==> src/rtl/uart_pkg.sv <==
// Shared types and constants for the loopback UART demo: baud divisors,
// TX/RX state encodings and active-low 7-segment glyphs.
package uart_pkg;

  localparam int DIV_W = 14;

  localparam int unsigned BAUD_RATES [8] = '{
    300, 1200, 4800, 9600, 19200, 38400, 57600, 115200
  };

  typedef enum logic [2:0] {
    TX_IDLE, TX_START, TX_DATA, TX_PARITY, TX_STOP
  } tx_state_t;

  typedef enum logic [2:0] {
    RX_IDLE, RX_START, RX_DATA, RX_PARITY, RX_STOP
  } rx_state_t;

  // Segment order {a,b,c,d,e,f,g}, low = lit; b and d are lower case.
  localparam logic [6:0] HEX_SEG [16] = '{
    7'b0000001, 7'b1001111, 7'b0010010, 7'b0000110,
    7'b1001100, 7'b0100100, 7'b0100000, 7'b0001111,
    7'b0000000, 7'b0000100, 7'b0001000, 7'b1100000,
    7'b0110001, 7'b1000010, 7'b0110000, 7'b0111000
  };

  localparam logic [6:0] SEG_DASH = 7'b1111110;
  localparam logic [6:0] SEG_OFF  = 7'b1111111;

  // Clocks per 16x oversample tick, rounded to nearest.
  function automatic logic [DIV_W-1:0] baud_div(input int unsigned clk_hz,
                                                 input int unsigned idx);
    int unsigned den;
    den = 16 * BAUD_RATES[idx];
    return DIV_W'((clk_hz + den / 2) / den);
  endfunction

endpackage

==> src/rtl/uart_baud_controller.sv <==
// 16x oversample tick generator shared by TX and RX; restarts whenever the
// selected rate changes.
module uart_baud_controller
  import uart_pkg::*;
#(
  parameter int unsigned CLK_HZ = 50_000_000
) (
  input  logic       clock,
  input  logic       reset,
  input  logic [2:0] baud_select,
  output logic       sample_en
);

  logic [DIV_W-1:0] div_table [8];
  logic [DIV_W-1:0] cnt_reg, cnt_next;
  logic [2:0]       sel_reg;
  logic             sample_en_reg, sample_en_next;

  for (genvar gi = 0; gi < 8; gi++) begin : g_div
    assign div_table[gi] = baud_div(CLK_HZ, gi);
  end

  always_comb begin
    cnt_next       = cnt_reg + 1'b1;
    sample_en_next = 1'b0;
    if (baud_select != sel_reg) begin
      cnt_next = '0;
    end else if (cnt_reg == div_table[sel_reg] - 1'b1) begin
      cnt_next       = '0;
      sample_en_next = 1'b1;
    end
  end

  always_ff @(posedge clock or negedge reset) begin
    if (!reset) begin
      cnt_reg       <= '0;
      sel_reg       <= '0;
      sample_en_reg <= 1'b0;
    end else begin
      cnt_reg       <= cnt_next;
      sel_reg       <= baud_select;
      sample_en_reg <= sample_en_next;
    end
  end

  assign sample_en = sample_en_reg;

endmodule

==> src/rtl/uart_led.sv <==
// UART TX and RX in internal loopback; received bytes scroll onto a
// 4-digit multiplexed 7-segment display, dashes on a framing/parity error.
module uart_led
  import uart_pkg::*;
#(
  parameter int unsigned CLK_HZ       = 50_000_000,
  parameter int          REFRESH_BITS = 16
) (
  input  logic       clock,
  input  logic       reset,
  input  logic [2:0] baud_select,
  input  logic [7:0] Tx_DATA,
  input  logic       Tx_WR,
  input  logic       Tx_EN,
  input  logic       Rx_EN,
  output logic       Tx_BUSY,
  output logic [3:0] anode,
  output logic [6:0] LEDOutput
);

  logic sample_en;
  logic tx_line;
  logic loop_line;

  uart_baud_controller #(.CLK_HZ(CLK_HZ)) u_baud (
    .clock       (clock),
    .reset       (reset),
    .baud_select (baud_select),
    .sample_en   (sample_en)
  );

  assign loop_line = tx_line;

  // ---------------- transmitter ----------------
  tx_state_t  tx_state_reg, tx_state_next;
  logic [3:0] tx_tick_reg, tx_tick_next;
  logic [2:0] tx_bit_reg, tx_bit_next;
  logic [7:0] tx_data_reg, tx_data_next;

  always_comb begin
    tx_state_next = tx_state_reg;
    tx_tick_next  = tx_tick_reg;
    tx_bit_next   = tx_bit_reg;
    tx_data_next  = tx_data_reg;
    if (!Tx_EN) begin
      tx_state_next = TX_IDLE;
    end else if (tx_state_reg == TX_IDLE) begin
      if (Tx_WR) begin
        tx_state_next = TX_START;
        tx_data_next  = Tx_DATA;
        tx_tick_next  = '0;
        tx_bit_next   = '0;
      end
    end else if (sample_en) begin
      tx_tick_next = tx_tick_reg + 1'b1;
      if (tx_tick_reg == 4'd15) begin
        case (tx_state_reg)
          TX_START:  tx_state_next = TX_DATA;
          TX_DATA: begin
            if (tx_bit_reg == 3'd7) tx_state_next = TX_PARITY;
            else                    tx_bit_next   = tx_bit_reg + 1'b1;
          end
          TX_PARITY: tx_state_next = TX_STOP;
          default:   tx_state_next = TX_IDLE;
        endcase
      end
    end
  end

  always_comb begin
    case (tx_state_reg)
      TX_START:  tx_line = 1'b0;
      TX_DATA:   tx_line = tx_data_reg[tx_bit_reg];
      TX_PARITY: tx_line = ^tx_data_reg;
      default:   tx_line = 1'b1;
    endcase
  end

  always_ff @(posedge clock or negedge reset) begin
    if (!reset) begin
      tx_state_reg <= TX_IDLE;
      tx_tick_reg  <= '0;
      tx_bit_reg   <= '0;
      tx_data_reg  <= '0;
    end else begin
      tx_state_reg <= tx_state_next;
      tx_tick_reg  <= tx_tick_next;
      tx_bit_reg   <= tx_bit_next;
      tx_data_reg  <= tx_data_next;
    end
  end

  assign Tx_BUSY = (tx_state_reg != TX_IDLE);

  // ---------------- receiver ----------------
  rx_state_t   rx_state_reg, rx_state_next;
  logic [3:0]  rx_tick_reg, rx_tick_next;
  logic [2:0]  rx_bit_reg, rx_bit_next;
  logic [7:0]  rx_data_reg, rx_data_next;
  logic        rx_par_reg, rx_par_next;
  logic        rx_prev_reg;
  logic [15:0] disp_reg, disp_next;
  logic        err_reg, err_next;

  always_comb begin
    rx_state_next = rx_state_reg;
    rx_tick_next  = rx_tick_reg;
    rx_bit_next   = rx_bit_reg;
    rx_data_next  = rx_data_reg;
    rx_par_next   = rx_par_reg;
    disp_next     = disp_reg;
    err_next      = err_reg;
    if (!Rx_EN) begin
      rx_state_next = RX_IDLE;
    end else if (rx_state_reg == RX_IDLE) begin
      if (rx_prev_reg && !loop_line) begin
        rx_state_next = RX_START;
        rx_tick_next  = '0;
        rx_bit_next   = '0;
      end
    end else if (sample_en) begin
      rx_tick_next = rx_tick_reg + 1'b1;
      // Tick 8 is mid-bit: sample; tick 16 closes the bit.
      if (rx_tick_reg == 4'd7) begin
        case (rx_state_reg)
          RX_START:  if (loop_line) rx_state_next = RX_IDLE;
          RX_DATA:   rx_data_next = {loop_line, rx_data_reg[7:1]};
          RX_PARITY: rx_par_next = loop_line;
          RX_STOP: begin
            rx_state_next = RX_IDLE;
            if (loop_line && (rx_par_reg == ^rx_data_reg)) begin
              disp_next = {disp_reg[7:0], rx_data_reg};
              err_next  = 1'b0;
            end else begin
              err_next  = 1'b1;
            end
          end
          default: ;
        endcase
      end else if (rx_tick_reg == 4'd15) begin
        case (rx_state_reg)
          RX_START:  rx_state_next = RX_DATA;
          RX_DATA: begin
            if (rx_bit_reg == 3'd7) rx_state_next = RX_PARITY;
            else                    rx_bit_next   = rx_bit_reg + 1'b1;
          end
          RX_PARITY: rx_state_next = RX_STOP;
          default: ;
        endcase
      end
    end
  end

  always_ff @(posedge clock or negedge reset) begin
    if (!reset) begin
      rx_state_reg <= RX_IDLE;
      rx_tick_reg  <= '0;
      rx_bit_reg   <= '0;
      rx_data_reg  <= '0;
      rx_par_reg   <= 1'b0;
      rx_prev_reg  <= 1'b1;
      disp_reg     <= '0;
      err_reg      <= 1'b0;
    end else begin
      rx_state_reg <= rx_state_next;
      rx_tick_reg  <= rx_tick_next;
      rx_bit_reg   <= rx_bit_next;
      rx_data_reg  <= rx_data_next;
      rx_par_reg   <= rx_par_next;
      rx_prev_reg  <= loop_line;
      disp_reg     <= disp_next;
      err_reg      <= err_next;
    end
  end

  // ---------------- display scanner ----------------
  logic [REFRESH_BITS-1:0] scan_reg;
  logic [1:0]              digit;
  logic [3:0]              nibble;
  logic [3:0]              anode_reg, anode_next;
  logic [6:0]              seg_reg, seg_next;

  assign digit  = scan_reg[REFRESH_BITS-1 -: 2];
  assign nibble = disp_reg[{digit, 2'b00} +: 4];

  for (genvar gi = 0; gi < 4; gi++) begin : g_anode
    assign anode_next[gi] = (digit != 2'(gi));
  end

  assign seg_next = err_reg ? SEG_DASH : HEX_SEG[nibble];

  // Outputs are registered so reset blanks the display immediately.
  always_ff @(posedge clock or negedge reset) begin
    if (!reset) begin
      scan_reg  <= '0;
      anode_reg <= 4'b1111;
      seg_reg   <= SEG_OFF;
    end else begin
      scan_reg  <= scan_reg + 1'b1;
      anode_reg <= anode_next;
      seg_reg   <= seg_next;
    end
  end

  assign anode     = anode_reg;
  assign LEDOutput = seg_reg;

endmodule

==> config.mk <==
export PLATFORM = sky130hd
export DESIGN_NAME = uart_led
export DESIGN_NICKNAME = d
export VERILOG_FILES = /design/src/rtl/uart_pkg.sv /design/src/rtl/uart_baud_controller.sv /design/src/rtl/uart_led.sv
export SDC_FILE = /design/constraint.sdc
export NUM_CORES = 1
export LEC_CHECK = 0
export BUFFER_PORTS_ARGS = -buffer_cell sky130_fd_sc_hd__buf_2
export CORE_MARGIN = 2
export CORE_UTILIZATION = 24
export CTS_CLUSTER_SIZE = 14
export DETAILED_ROUTE_END_ITERATION = 10
export PLACE_DENSITY = 0.37
export SETUP_SLACK_MARGIN = 0.2
export SYNTH_ARGS = -nofsm -noshare
export SYNTH_HDL_FRONTEND = slang
export SYNTH_SLANG_ARGS = --single-unit
==> constraint.sdc <==
create_clock -name clock -period 2.7 [get_ports clock]
set_input_delay 0.135 -clock clock [delete_from_list [all_inputs] [get_ports clock]]
set_output_delay 0.135 -clock clock [all_outputs]
set_load 0.01 [all_outputs]
==> flow_metrics.tcl <==
set metrics [dict create \
    yosysSeqAreaShare_pct 46.7 \
    clock.fmax_mhz 397 \
    antenna_found_initial 0 \
    multi_input_area_um2 2800 \
    yosys_warnings 0 \
    power.leakage_nw 2.80 \
    setup_violations 0 \
    worstHoldStart "Tx_DATA[2]" \
    area_growth_pct 18.1 \
    hold_end "tx_data_reg[2]" \
    wl_per_cell_um 13.2 \
    dr.first_iter.drc_count 183 \
    num_vias 3740 \
    yosys.area.top_type "dfrtp_1" \
    rsz0062_at_grt "true" \
    worstHoldPathCells 2 \
    antenna_left 0 \
    fin_util_pct 29.0 \
    wl_mm 11.0 \
    num_rows 54 \
    clkTransAtPathRegs_ns 0.07 \
    hold_violations 0 \
    r2r-start "u_baud.sel_reg[1]" \
    first_global_vias 3635 \
    synth.distinct_cells 55 \
    ys.flop_type "dfrtp_1" \
    grt_usage_pct 9.68 \
    finalSetupTns_ns 0 \
    netlist_top_cells_area "dfrtp_1, xnor2_1, mux2_2" \
    critical_path_required_ns 2.99 \
    slowest_stage "or4_1" \
    outcome "finished, final reports clean" \
    drc 0 \
    end_kind "register" \
    hold_path.class "in2reg" \
    dr.max_layer_used "met4" \
    port_buffers 27 \
    clk_latency_ns 0.35 \
    totalPowerFinal_mw 3.83 \
    worstPathCellList "ha_4 -> nand4b_1 -> a211oi_2 -> nand2_1 -> or4_1 -> a22o_1 -> nor4_4 -> buf_12 -> and2_2" \
    rrSetupSlack_ns 0.18 \
    crit_arrival_ns 2.81 \
    reg2reg_to "u_baud.sample_en" \
    synth_most_common_cell "dfrtp_1" \
    syn_avg_cell_area_um2 10.6 \
    seqCellArea_um2 2520 \
    startpoint_type "register" \
    period_share_pct 93.3 \
    place_inst 807 \
    htreeDepth 3 \
    finClkSkew_ns 0.0108 \
    core_um2 22000 \
    grt_max_degree 55 \
    layoutNonFillerInstCount 831 \
    cts_tree "done" \
    wl_met3_um 196 \
    cts-root-buf "clkbuf_16" \
    syn_area_um2 5390 \
    io_pins 28 \
    crit_type "reg2reg" \
    hpwlAfterDp_mm 7.77 \
    async_flop_share_pct 100 \
    p_per_area_nw_per_um2 602 \
    cp_max_fo 15 \
    slew_violations 0 \
    fillers 2232 \
    synthesis.instances 508 \
    start_util_pct 24.6 \
    ir_drop_mv 0.231 \
    first_pass_iters 4 \
    routabilityCongestion 0.788 \
    drive_above_1_share_pct 23.8 \
    reg2reg_depth 9 \
    cts_buffers 9 \
    grt_overflow 0 \
    finalCriticalPeriod_ns 2.52 \
    nNetsFinal 584 \
    viasPerCell 4.50 \
    synth_nets 546 \
    die_w_um 154 \
    wl_met1_mm 5.45 \
    ys_ff_latch 100 \
    antenna-diode-count 0 \
    synth_edf_count 0 \
    cts.sinks 100 \
    dieArea_um2 23700 \
    relSlewSlack_pct 49.6 \
    wl_met2_mm 5.16 \
    max-cap-violations 0 \
    clk_path_buf_depth 2 \
    synth.top_cell.area_share_pct 40.8 \
    grt_pass1_wl_mm 18.5 \
    die_h_um 154 \
    slowest_delay_ns 0.52 \
    max_slew.worst_pin.slew_ns 0.746 \
    synth_common_cells "dfrtp_1, nand2_1, nor2_1, xnor2_1, mux2_2" \
]
==> power breakdown <==
group          internal, mW  switching (mW)  total (mW)
registers              1.61           0.138        1.75
clock network         0.648           0.622        1.27
logic                 0.404           0.412       0.816
==> cell usage in the layout, fill, tap and decap left out, types with 16 or more instances in the layout <==
cell	instances
nand3_1	17
nor2_1	44
buf_4	16
buf_2	26
nand2_1	53
xnor2_1	43
dfrtp_1	85
mux2_2	33
ha_1	16
xor2_1	18
==> layout make-up <==
| class | instances | area share (%) |
|---|---|---|
| tap | 280 | 5.50 |
| multi-input combinational | 372 | 44.0 |
| timing repair buffer | 49 | 5.37 |
| sequential | 100 | 39.6 |
| inverter | 14 | 0.983 |
| clock inverter | 6 | 0.904 |
| clock buffer | 10 | 3.60 |
==> cells by family after synthesis <==
group,count (synthesis),synth area share [%]
xor gates and xnor gates,61,9.91
AOI/OAI and AO/OA,61,7.73
muxes,46,10.9
buffers and inverters,36,2.67
DFF,100,46.7
adders and majority gates,22,5.11
and+or+nand+nor,182,17.0
==> timing repair <==
action,4_1_cts,5_1_grt
pin swaps,1,1
buffers inserted,2,2
hold buffers,4,0
gates resized for setup,3,5
setup endpoints to repair,30,16
hold endpoints to repair,41,0
==> critical path: cells and delay by family (launching register included) <==
kind	cells	cell delay (ns)
compound gates	2	0.46
fa+ha+maj	1	0.20
buf+inv	1	0.18
flops	1	0.49
simple gates	5	1.13
==> per-stage QoR <==
step	cell area (um2)	setup slack (ns)	hold slack [ns]
floorplan	5460	0.193	-0.161
global placement	5990	0.107	0.231
detailed placement	5990	0.0736	0.223
CTS	6340	0.135	0.000432
global route	6360	-0.00404	0.00778
finish	6360	0.182	0.0200
==> layer usage <==
layer  track usage, %  up-vias
met2             15.4       36
met1             13.0     1851
met4             4.27        0
met5                0        -
li1                 -     1844
met3             1.55        9
==> how the worst max path moves through the flow <==
stage	cells after the start	from	end	slack (ns)
floorplan	10	u_baud.sel_reg[0]	u_baud.cnt_reg[10]	0.19
global placement	10	u_baud.sel_reg[1]	u_baud.sample_en	0.11
detailed placement	10	u_baud.sel_reg[1]	u_baud.sample_en	0.07
CTS	9	u_baud.sel_reg[1]	u_baud.sample_en	0.14
global route	10	u_baud.sel_reg[0]	u_baud.sample_en	-0.004
finish	9	u_baud.sel_reg[1]	u_baud.sample_en	0.18
No activity file was read; power rests on OpenSTA's default activity.
